## config.mk

```make
export PLATFORM = sky130hd
export DESIGN_NAME = half_adder
export DESIGN_NICKNAME = d
export VERILOG_FILES = /design/src/rtl/car_warn_pkg.sv /design/src/rtl/switch_filter.sv /design/src/rtl/half_adder.sv
export SDC_FILE = /design/constraint.sdc
export NUM_CORES = 1
export LEC_CHECK = 0
export CAP_MARGIN = 20
export CORE_AREA = 2 2 39 41
export DETAILED_ROUTE_END_ITERATION = 16
export DIE_AREA = 0 0 41 43
export DONT_BUFFER_PORTS = 1
export SYNTH_ARGS = -nofsm -noshare
export SYNTH_HDL_FRONTEND = slang
export SYNTH_SLANG_ARGS = --single-unit
```

## constraint.sdc

```tcl
create_clock -name clk -period 2.1 [get_ports clk]
set_clock_uncertainty 0.1 [all_clocks]
set_input_delay 0.105 -clock clk [delete_from_list [all_inputs] [get_ports clk]]
set_output_delay 0.105 -clock clk [all_outputs]
set_load 0.03 [all_outputs]
```

## src/rtl/car_warn_pkg.sv

```systemverilog
// Shared constants for the cabin warning controller: switch bit positions,
// input count and debounce counter width, plus the warning function itself.
package car_warn_pkg;

  localparam int NUM_IN = 5;
  localparam int DB_W   = 8;

  localparam int IDX_E = 0;
  localparam int IDX_D = 1;
  localparam int IDX_B = 2;
  localparam int IDX_S = 3;
  localparam int IDX_H = 4;

  // Any of the three hazards sounds the buzzer; no priority between them.
  function automatic logic warn_fn(input logic [NUM_IN-1:0] v);
    logic w_lights;
    logic w_belt;
    logic w_door;
    w_lights = v[IDX_H] & v[IDX_D] & ~v[IDX_E];
    w_belt   = v[IDX_E] & ~v[IDX_S];
    w_door   = v[IDX_E] & v[IDX_D] & ~v[IDX_B];
    return w_lights | w_belt | w_door;
  endfunction

endpackage

```

## src/rtl/switch_filter.sv

```systemverilog
// One vehicle switch: 2-flop synchronizer followed by an optional
// consecutive-cycle debounce filter (DEBOUNCE = 0 passes the synced bit through).
module switch_filter
  import car_warn_pkg::*;
#(
  parameter int DEBOUNCE = 0
) (
  input  logic clk,
  input  logic rst_n,
  input  logic i_sw,
  output logic o_filt
);

  logic r_sync1;
  logic r_sync2;

  always_ff @(posedge clk or negedge rst_n) begin
    if (!rst_n) begin
      r_sync1 <= 1'b0;
      r_sync2 <= 1'b0;
    end else begin
      r_sync1 <= i_sw;
      r_sync2 <= r_sync1;
    end
  end

  generate
    if (DEBOUNCE == 0) begin : g_bypass
      assign o_filt = r_sync2;
    end else begin : g_debounce
      logic [DB_W-1:0] r_cnt;
      logic            r_filt;
      logic [DB_W-1:0] w_cnt_inc;
      logic [DB_W-1:0] w_limit;

      assign w_cnt_inc = r_cnt + 1'b1;
      assign w_limit   = DB_W'(DEBOUNCE);

      // Accept on the Nth consecutive differing cycle, so a level held
      // stable reaches the filtered output exactly N edges after sync.
      always_ff @(posedge clk or negedge rst_n) begin
        if (!rst_n) begin
          r_cnt  <= '0;
          r_filt <= 1'b0;
        end else if (r_sync2 == r_filt) begin
          r_cnt <= '0;
        end else if (w_cnt_inc == w_limit) begin
          r_filt <= r_sync2;
          r_cnt  <= '0;
        end else begin
          r_cnt <= w_cnt_inc;
        end
      end

      assign o_filt = r_filt;
    end
  endgenerate

endmodule

```

## src/rtl/half_adder.sv

```systemverilog
// Car cabin warning controller: filters five status switches and drives a
// registered buzzer output. Performs no arithmetic despite the module name.
module half_adder
  import car_warn_pkg::*;
#(
  parameter int DEBOUNCE = 0
) (
  input  logic clk,
  input  logic rst_n,
  input  logic D,
  input  logic H,
  input  logic E,
  input  logic S,
  input  logic B,
  output logic x
);

  logic [NUM_IN-1:0] w_raw;
  logic [NUM_IN-1:0] w_filt;
  logic              r_x;

  always_comb begin
    w_raw        = '0;
    w_raw[IDX_D] = D;
    w_raw[IDX_H] = H;
    w_raw[IDX_E] = E;
    w_raw[IDX_S] = S;
    w_raw[IDX_B] = B;
  end

  genvar gi;
  generate
    for (gi = 0; gi < NUM_IN; gi++) begin : g_filter
      switch_filter #(
        .DEBOUNCE(DEBOUNCE)
      ) u_filter (
        .clk   (clk),
        .rst_n (rst_n),
        .i_sw  (w_raw[gi]),
        .o_filt(w_filt[gi])
      );
    end
  endgenerate

  always_ff @(posedge clk or negedge rst_n) begin
    if (!rst_n) begin
      r_x <= 1'b0;
    end else begin
      r_x <= warn_fn(w_filt);
    end
  end

  assign x = r_x;

endmodule

```

Word-level counts from Yosys, hierarchy flattened
Cells that the tools add are included.
{"block": "classes", "bitwise_logic": 10}
{"operator": "1-bit AND", "n": 5}
{"operator": "1-bit NOT", "n": 3}
{"operator": "1-bit bitwise OR", "n": 2}
{"block": "word_totals", "word_cells": 21, "output_inout_bits": 1, "reg_bits": 11, "in_bits": 7}

Depth between registers and ports, before layout
{"block": "logic_depth", "ltp_word": 4, "depth_mapped": 2, "mapped_depth_nobuf": 2}

Hierarchy
From an unflattened synthesis, not the netlist that was laid out.
{"block": "hier_totals", "cells_unflattened": 14, "area_unflattened_um2": 292.8}
{"mod": "switch_filter", "seq_area_each_um2": 50.0, "instances": 5, "area_each_um2": 50.0, "cells_each": 2}
{"mod": "half_adder", "seq_area_each_um2": 25.0, "instances": 1, "area_each_um2": 42.5, "cells_each": 4}

Least setup slack after synthesis
No wires, ideal clock.
{"block": "synth_timing", "kind": "reg2reg", "startpoint": "register g_filter[2].u_filter.r_sync2", "endpoint": "register r_x (netlist: x)", "setup_ps": 82, "t_arrival_ps": 593, "t_required_ps": 1918, "stages_incl_launch_ff": 3, "path_slack_ps": 1325, "path_buffers": 0, "period_less_slack_ps": 775, "cell_sequence": "dfrtp_1 -> nand2b_1 -> a31oi_1"}
{"block": "synth_via", "elab_chain_len": 3}
{"element": "start: declaration", "line_no": "switch_filter.sv:15", "source": "logic r_sync2;"}
{"element": "start signal: assignment", "line_no": "switch_filter.sv:23", "source": "r_sync2 <= r_sync1;"}
{"element": "1-bit NOT", "line_no": "car_warn_pkg.sv:21", "source": "w_door = v[IDX_E] & v[IDX_D] & ~v[IDX_B];"}
{"element": "1-bit AND", "line_no": "car_warn_pkg.sv:21"}
{"element": "1-bit bitwise OR", "line_no": "car_warn_pkg.sv:22", "source": "return w_lights | w_belt | w_door;"}
{"element": "end signal: assignment", "line_no": "half_adder.sv:49", "source": "r_x <= warn_fn(w_filt);"}
{"element": "end: declaration", "line_no": "half_adder.sv:20", "source": "logic r_x;"}
Every way passes these cells.

Worst setup path after layout
{"block": "layout_timing", "startpoint": "register r_x (netlist: x)", "endpoint": "output port x"}
{"element": "end: declaration", "line_no": "half_adder.sv:15", "source": "output logic x"}
No word-level cell between the ends.

==> results_dict.tcl <==
set metrics [dict create \
    slew_viol_final 0 \
    core_um2 1380 \
    stdcell_count 40 \
    numCtsBuffers 3 \
    die_h_um 43 \
    worstMarginPinSlew_ps 471 \
    synth_top_family_by_area "compound AO/OA/AOI/OAI gates" \
    cts_setup_buffers 0 \
    portBuffers 0 \
    drtAntennaViolNets 0 \
    setup_viol 0 \
    r2r_setup_slack_ps 1280 \
    grt.total_usage 0.0668 \
    fp.dieW_um 41 \
    h-tree-depth 1 \
    cts_tree "yes" \
    fin_nets 32 \
    layout_common_cells "dfrtp_1 (11), dlygate4sd3_1 (6), clkbuf_4 (3)" \
    ys_types 4 \
    rsz0062_at_grt "false" \
    synth_cells 14 \
    via_per_inst 3.60 \
    synth_adder_area_share 0 \
    finalSetupTns_ps 0 \
    syn_to_final_growth_pct 36.8 \
    die_area_um2 1760 \
    synth_area_um2 293 \
    synth_top_area_frac 0.940 \
    yosys.area_share.simple 0.0214 \
    synth_nets 21 \
    io_pins 8 \
    yosys.area.top_type "dfrtp_1" \
    cp-start-kind "flop" \
    yosys-top-cells-area "dfrtp_1 (94%), a31oi_1 (2.1%), nand2b_1 (2.1%)" \
    max-clock-path-buffers 2 \
    syn_avg_cell_area_um2 20.9 \
    yosysSeqAreaShare 0.940 \
    cts.sinks 11 \
    path_clk_slew_ps 70 \
    status "finished clean" \
    p_leak_uw 0.000176 \
    synth_seq_cells 11 \
    period_needed_ps 966 \
    worstSetupPathType "reg2out" \
    grt_start_max_net_pins 12 \
    cp.arrival_ps 760 \
    placed_area_um2 313 \
    wl_um 361 \
    final_common_cell "dfrtp_1" \
    worstPathMaxFanout 1 \
    p_per_area_nw_per_um2 953 \
    stdcell_area_um2 400 \
    synthMuxAreaShare 0 \
    critPathRequiredTime_ps 1890 \
    drc 0 \
    dr.pass1.iters 2 \
    antenna_cells 0 \
    max-cap-violations 0 \
    num_vias 144 \
    gr-total-overflow 0 \
    drtIter0Drc 1 \
    antenna_found_initial 0 \
    fin_total_pwr_uw 382 \
    grt_pass1_wl_um 641 \
    start_util 0.212 \
    synth_compound_area_frac 0.0385 \
    ctsRootBufferMaster "clkbuf_4" \
    hold_path_class "in2async" \
    synth-xor-area-share 0 \
    grt_pass1_vias 180 \
    yosysWarnings 0 \
    place_inst 30 \
    max-slew-margin-rel 0.685 \
    critPathCaptureType "primary output" \
    max_freq_mhz 1040 \
    std_cell_rows 14 \
    fin_crit_sh 0.460 \
    whs_ps 131 \
    peakVddDrop_mv 0.335 \
    drive_above_1_share 0.167 \
    final_hold_viol_count 0 \
    wire_per_inst_um 9.03 \
    gp_congestion 0.590 \
    clk_latency_ps 260 \
]
[power breakdown]
part	total, uW	internal [uW]	switching, uW
sequential	230	223	6.85
combinational	14.5	8.80	5.69
clock	137	70.4	66.8
[metal layers]
metal / track usage / vias to the layer above / share of wire
li1: - / 64 / -
met1: 0.0486 / 70 / 0.32
met2: 0.0844 / 10 / 0.53
met3: 0.0785 / 0 / 0.15
met4: 0.0600 / 0 / 0
met5: 0 / - / 0
[synthesized netlist by cell type, drive strengths merged]
| library cell | count |
|---|---|
| nand2b | 1 |
| a21oi | 1 |
| dfrtp | 11 |
| a31oi | 1 |
[final timing paths]
kind	startpoint	to	cells past startpoint
worst max-delay path	x$_DFF_PN0_	x	0
worst max register to register	g_filter[2].u_filter.o_filt$_DFF_PN0_	x$_DFF_PN0_	2
min in group clk	g_filter[1].u_filter.r_sync1$_DFF_PN0_	g_filter[1].u_filter.o_filt$_DFF_PN0_	0
max in group asynchronous	rst_n	g_filter[4].u_filter.o_filt$_DFF_PN0_	1
worst min-delay path	rst_n	g_filter[2].u_filter.o_filt$_DFF_PN0_	1
worst min register to register	g_filter[1].u_filter.r_sync1$_DFF_PN0_	g_filter[1].u_filter.o_filt$_DFF_PN0_	0
[cell type report]
cell class                 count  area, um2
tap                           16       20.0
clock buffer                   3       22.5
fill                         132        983
sequential                    11        275
timing repair buffer           6       60.1
clock inverter                 1       5.00
multi-input combinational      3       17.5
[registers in the layout, summed over array words and instances (netlist names)]
register	flops
g_filter.u_filter.o_filt	5
x	1
g_filter.u_filter.r_sync1	5
[cells by family (layout without fill, tap and decap cells)]
kind of cell    Yosys count  count (layout)
flops                    11              11
compound gates            2               2
simple gates              1               1
buf+inv                   0              10
[stage by stage]
step | setup slack (ps) | utilization
2_1_floorplan | 1330 | -
3_3_place_gp | 1320 | 0.226
3_5_place_dp | 1280 | 0.226
4_1_cts | 1120 | 0.289
5_1_grt | 1100 | 0.289
6_report | 1130 | 0.289
[timing repair]
action	CTS	global route
hold buffers	6	0
hold endpoints to repair	16	0
resized for setup	0	0
(Power assumes the default switching activity.)
